File: src/rtl/burst_pkg.sv
// Shared types and helpers for the burst memory engine: FSM states, burst
// mode encodings, address sequencing and command legality.
package burst_pkg;

  typedef enum logic [1:0] {
    IDLE  = 2'd0,
    WRITE = 2'd1,
    READ  = 2'd2,
    RESP  = 2'd3
  } state_e;

  localparam logic MODE_INCR = 1'b0;
  localparam logic MODE_WRAP = 1'b1;

  // Computed at 32 bits; callers truncate to their address width, which
  // gives the modulo-depth wrap of INCR bursts for free.
  function automatic logic [31:0] burst_next_addr(
    input logic [31:0] start,
    input logic [31:0] length,
    input logic        mode,
    input logic [31:0] beat
  );
    logic [31:0] mask;
    logic [31:0] sum;
    mask = length - 32'd1;
    sum  = start + beat;
    if (mode == MODE_WRAP) begin
      return (start & ~mask) | (sum & mask);
    end
    return sum;
  endfunction

  function automatic logic burst_cmd_legal(
    input logic        wr,
    input logic        rd,
    input logic [31:0] length,
    input logic        mode,
    input int          max_burst
  );
    logic len_ok;
    logic pow2;
    len_ok = (length != 32'd0) && (length <= 32'(max_burst));
    pow2   = ((length & (length - 32'd1)) == 32'd0);
    return (wr ^ rd) && len_ok && ((mode == MODE_INCR) || pow2);
  endfunction

endpackage

File: src/rtl/burst_addr_gen.sv
// Combinational beat address generator: start address, length and mode in,
// word address of beat n out.
module burst_addr_gen #(
  parameter int ADDR_W = 4,
  parameter int LEN_W  = 4
) (
  input  logic [ADDR_W-1:0] start_addr,
  input  logic [LEN_W-1:0]  length,
  input  logic              mode,
  input  logic [LEN_W-1:0]  beat,
  output logic [ADDR_W-1:0] addr
);
  import burst_pkg::*;

  assign addr = ADDR_W'(burst_next_addr(32'(start_addr), 32'(length), mode, 32'(beat)));

endmodule

File: src/rtl/burst_mem_engine.sv
// Burst read/write engine around an internal word-addressed register memory,
// with valid/ready beat channels and command rejection.
//
//   state | meaning
//   IDLE  | waiting for io_start; validates the command
//   WRITE | accepting write beats while io_wready is high
//   READ  | presenting registered read beats on io_rdata/io_rvalid
//   RESP  | single cycle: io_done pulse, then back to IDLE
module burst_mem_engine #(
  parameter int DATA_W    = 32,
  parameter int ADDR_W    = 4,
  parameter int LEN_W     = 4,
  parameter int MAX_BURST = 8
) (
  input  logic              clock,
  input  logic              reset,
  input  logic              io_start,
  input  logic              io_wr,
  input  logic              io_rd,
  input  logic [ADDR_W-1:0] io_address,
  input  logic [LEN_W-1:0]  io_length,
  input  logic              io_mode,
  input  logic [DATA_W-1:0] io_wdata,
  input  logic              io_wvalid,
  output logic              io_wready,
  output logic [DATA_W-1:0] io_rdata,
  output logic              io_rvalid,
  input  logic              io_rready,
  output logic              io_busy,
  output logic              io_done,
  output logic              io_error
);
  import burst_pkg::*;

  localparam int DEPTH = 2 ** ADDR_W;

  state_e            state_q, state_d;
  logic [LEN_W-1:0]  beat_q, beat_d;
  logic [LEN_W-1:0]  len_q, len_d;
  logic [ADDR_W-1:0] start_q, start_d;
  logic              mode_q, mode_d;
  logic [DATA_W-1:0] rdata_q, rdata_d;
  logic              rvalid_q, rvalid_d;
  logic              error_q, error_d;

  logic [DATA_W-1:0] mem_q [DEPTH];
  logic              mem_we;
  logic [ADDR_W-1:0] beat_addr;
  logic              cmd_ok;
  logic              rd_hs;

  burst_addr_gen #(
    .ADDR_W (ADDR_W),
    .LEN_W  (LEN_W)
  ) u_addr_gen (
    .start_addr (start_q),
    .length     (len_q),
    .mode       (mode_q),
    .beat       (beat_q),
    .addr       (beat_addr)
  );

  assign cmd_ok = burst_cmd_legal(io_wr, io_rd, 32'(io_length), io_mode, MAX_BURST);
  assign rd_hs  = rvalid_q & io_rready;

  always_comb begin
    state_d  = state_q;
    beat_d   = beat_q;
    len_d    = len_q;
    start_d  = start_q;
    mode_d   = mode_q;
    rdata_d  = rdata_q;
    rvalid_d = rvalid_q;
    error_d  = 1'b0;
    mem_we   = 1'b0;

    case (state_q)
      IDLE: begin
        if (io_start) begin
          if (!cmd_ok) begin
            error_d = 1'b1;
          end else begin
            start_d = io_address;
            len_d   = io_length;
            mode_d  = io_mode;
            beat_d  = '0;
            if (io_wr) begin
              state_d = WRITE;
            end else begin
              // Beat 0 is always the start address, so prefetch it now to
              // have io_rvalid up in the first READ cycle.
              state_d  = READ;
              rdata_d  = mem_q[io_address];
              rvalid_d = 1'b1;
              beat_d   = LEN_W'(1);
            end
          end
        end
      end

      WRITE: begin
        if (io_wvalid) begin
          mem_we = 1'b1;
          if (beat_q == len_q - LEN_W'(1)) begin
            state_d = RESP;
            beat_d  = '0;
          end else begin
            beat_d = beat_q + LEN_W'(1);
          end
        end
      end

      READ: begin
        // beat_q counts beats already fetched into rdata_q.
        if (rd_hs) begin
          if (beat_q == len_q) begin
            state_d  = RESP;
            rvalid_d = 1'b0;
            beat_d   = '0;
          end else begin
            rdata_d = mem_q[beat_addr];
            beat_d  = beat_q + LEN_W'(1);
          end
        end
      end

      RESP: begin
        state_d = IDLE;
      end

      default: begin
        state_d = IDLE;
      end
    endcase
  end

  always_ff @(posedge clock) begin
    if (!reset) begin
      state_q  <= IDLE;
      beat_q   <= '0;
      len_q    <= '0;
      start_q  <= '0;
      mode_q   <= MODE_INCR;
      rdata_q  <= '0;
      rvalid_q <= 1'b0;
      error_q  <= 1'b0;
    end else begin
      state_q  <= state_d;
      beat_q   <= beat_d;
      len_q    <= len_d;
      start_q  <= start_d;
      mode_q   <= mode_d;
      rdata_q  <= rdata_d;
      rvalid_q <= rvalid_d;
      error_q  <= error_d;
    end
  end

  // Contents survive reset; a beat presented on the reset edge is dropped.
  always_ff @(posedge clock) begin
    if (reset && mem_we) begin
      mem_q[beat_addr] <= io_wdata;
    end
  end

  assign io_wready = (state_q == WRITE);
  assign io_busy   = (state_q == WRITE) || (state_q == READ);
  assign io_done   = (state_q == RESP);
  assign io_rdata  = rdata_q;
  assign io_rvalid = rvalid_q;
  assign io_error  = error_q;

endmodule

File: config.mk
export PLATFORM = sky130hd
export DESIGN_NAME = burst_mem_engine
export DESIGN_NICKNAME = d
export VERILOG_FILES = /design/src/rtl/burst_pkg.sv /design/src/rtl/burst_addr_gen.sv /design/src/rtl/burst_mem_engine.sv
export SDC_FILE = /design/constraint.sdc
export NUM_CORES = 1
export LEC_CHECK = 0
export CORE_ASPECT_RATIO = 0.75
export CORE_UTILIZATION = 52
export DETAILED_ROUTE_END_ITERATION = 7
export HOLD_SLACK_MARGIN = 0.02
export PLACE_DENSITY = 0.69
export SLEW_MARGIN = 20
export SYNTH_ARGS = -nofsm -noshare
export SYNTH_HDL_FRONTEND = slang
export SYNTH_SLANG_ARGS = --single-unit
File: constraint.sdc
create_clock -name clock -period 5.2 [get_ports clock]
set_clock_uncertainty 0.1 [all_clocks]
set_input_delay 1.04 -clock clock [delete_from_list [all_inputs] [get_ports clock]]
set_output_delay 1.04 -clock clock [all_outputs]
set_load 0.01 [all_outputs]
==> metrics.yaml <==
clocking:
  h-tree-depth: 2
  cts-root-buf: "clkbuf_16"
  cts_num_sinks: 561
  hold_buffers: 0
  cts_setup_buffers: 0
  cts_buffer_depth: 3
  path_clk_slew_ns: 0.06
  cts_resized: 0
  tritoncts: "done"
  worstSkewPairLatency_ns: 0.59
  cts_buffers: 53
global_routing:
  grt_max_degree: 92
  grt_pass1_vias: 15600
  grt_pass1_wl_mm: 101
  grt_usage: 0.268
  antenna_found_initial: 0
  grt_remaining_overflow: 0
route:
  wl_per_cell_um: 28.7
  vias: 15800
  drtIter0Drc: 1723
  finalWirelength_mm: 68.1
  remaining_drc_errors: 3
  viasPerCell: 6.67
  ant_nets: 0
  dr.pass1.iters: 7
worst_setup_path:
  cp_max_fo: 33
  path_cells: "inv_1, ha_1, clkinv_2, or3_1, mux2_2, nand4_1, buf_4, a32oi_1, a31oi_1"
  reg2regPathDepth: 9
  cp_slowest_stage_delay_ns: 0.95
  arrival_ns: 4.59
  critPathSlowestCell: "clkinv_2"
  end_kind: "flip-flop"
  crit_type: "reg -> reg"
  cp.required_ns: 5.60
  startpoint_type: "flip-flop"
floorplanning:
  start_util: 0.532
  die-area_um2: 51200
  io_pins: 85
  fp.coreArea_um2: 49100
  rows: 70
  die_w_um: 261
  die_y_um: 196
sta:
  period_minus_slack_ns: 4.19
  relSlewSlack: 0.247
  hold_violations: 0
  fmax_mhz: 239
  report.final.slew_viol_count: 0
  rsz0062_at_grt: "false"
  setup_tns_ns: 0
  tightest_slew_ns: 1.13
  min_period_over_period: 0.806
  finalSetupViolCount: 0
power:
  vdd.ir_drop.worst_mv: 0.337
  power.leakage_nw: 9.02
  power.total_mw: 10.3
  power_density_nw_per_um2: 350
synth:
  syn-cell-area_um2: 26100
  synth_nets: 1679
  synth_xor_area_frac: 0.00431
  ys_seq_area_frac: 0.626
  yosys_warnings: 0
  syn_avg_cell_area_um2: 16.1
  async_flop_share: 0
  syn_inst: 1621
  ys_ff_latch: 561
  synth_mux_area_frac: 0.218
  synth-main-ff-cell: "edfxtp_1"
  synth_adder_area_share: 0.00546
  synth_compound_area_frac: 0.0612
  synth_edf_count: 512
  synthDistinctLibCells: 57
  synth_top_family_by_area: "multiplexers"
  yosys.area_share.simple: 0.0612
layout:
  drive_above_1_share: 0.188
  final_common_cell: "edfxtp_1"
  num-nets-final: 1742
  nFillCells: 3624
  antenna_cells: 0
  final-instance-count-excl-fill: 2374
  syn2layout_area_growth_pct: 12.5
  layout_common_cells: "edfxtp_1, mux2i_1, mux4_2, nand2_1, a22oi_1"
place:
  placed_cells: 2277
  gp_congestion: 0.790
  hpwl_mm: 35.1
  io_buffers: 84
hold_path:
  holdCritPathClass: "reg -> reg"
  whs_path_depth: 2
run_status:
  violations: "DRC"
  status: "finished, violations left"
run:
  maxCapViolCount: 0
## path summary, 6_finish.rpt
check                                start          end  slack (ns)
worst max-delay path            state_q[0]  io_rdata[7]        1.01
worst min-delay path            state_q[1]   state_q[1]        0.41
worst max register to register  state_q[0]  io_rdata[7]        1.01
worst min register to register  state_q[1]   state_q[1]        0.41
## cell usage after synthesis, types with 2 or more instances
master | n | area, µm²
mux4_2 | 160 | 3600
o21ai_2 | 2 | 17.5
mux2_2 | 3 | 33.8
o31a_1 | 2 | 17.5
or3_1 | 3 | 18.8
nand4b_1 | 34 | 298
a21o_1 | 3 | 22.5
xnor2_1 | 10 | 87.6
o221ai_1 | 2 | 17.5
ha_1 | 9 | 113
nand3_1 | 75 | 375
dfxtp_1 | 49 | 981
nor3_1 | 21 | 105
nand4_1 | 3 | 18.8
nor3_4 | 2 | 32.5
clkbuf_1 | 54 | 203
a21oi_1 | 7 | 35.0
a31oi_1 | 32 | 200
nand3b_1 | 4 | 30.0
nand2_1 | 141 | 529
nor3_2 | 2 | 20.0
mux2i_1 | 206 | 2060
buf_6 | 2 | 22.5
buf_1 | 6 | 22.5
nor2_1 | 17 | 63.8
a32oi_1 | 32 | 280
and4_1 | 2 | 17.5
inv_1 | 8 | 30.0
buf_4 | 13 | 97.6
buf_2 | 47 | 235
a22oi_1 | 96 | 721
edfxtp_1 | 512 | 15400
a21oi_4 | 2 | 32.5
o21ai_0 | 37 | 185
## power breakdown
part	switching (mW)	internal (mW)	total, mW	leakage [nW]
registers	0.0719	5.00	5.07	5.00
logic	0.884	0.573	1.46	3.20
clock network	1.63	2.12	3.75	0.823
## through the flow
stage               setup slack (ns)   util  hold WS, ns  area [µm²]
finish                          1.01  0.598        0.408       29400
global route                   0.931  0.598        0.436       29400
detailed placement              1.40  0.565        0.401       27700
CTS                             1.54  0.598        0.410       29400
global placement                1.44  0.565        0.382       27700
floorplan                      0.570      -        0.368       26100
## cell families after synthesis
kind of cell | after synthesis
fa+ha+maj | 11
flops | 561
xor+xnor | 12
mux | 369
compound gates | 223
buf+inv | 132
simple gates | 313
## per-layer routing
metal | vias to the layer above | part of all wire | GRT usage
li1 | 6767 | - | -
met1 | 8093 | 0.40 | 0.378
met2 | 834 | 0.48 | 0.425
met3 | 146 | 0.096 | 0.0532
met4 | 0 | 0.025 | 0.0771
met5 | - | 0 | 0
## cell type report
| cell class | instances | area (µm²) | area share |
|---|---|---|---|
| flip-flops and latches | 561 | 16400 | 0.556 |
| well taps | 648 | 811 | 0.0276 |
| multi-input cells | 928 | 9280 | 0.315 |
| repair buffers | 131 | 1260 | 0.0429 |
| inverters | 9 | 35.0 | 0.00119 |
| clock inverters | 25 | 195 | 0.00664 |
| clock buffers | 72 | 1470 | 0.0499 |
## registers in the layout (all words and copies together) (netlist names)
register,cells
mem_q,512
io_rdata,32
beat_q,4
len_q,4
start_q,4
state_q,2
io_error,1
io_rvalid,1
mode_q,1
## worst max-delay path, delay by kind of cell, from the launching register on
family | cells | cell delay [ns]
simple gates | 2 | 0.75
mux | 1 | 0.28
compound gates | 2 | 0.48
flops | 1 | 0.34
buf+inv | 3 | 1.64
fa+ha+maj | 1 | 0.50
(Power assumes the default switching activity.)
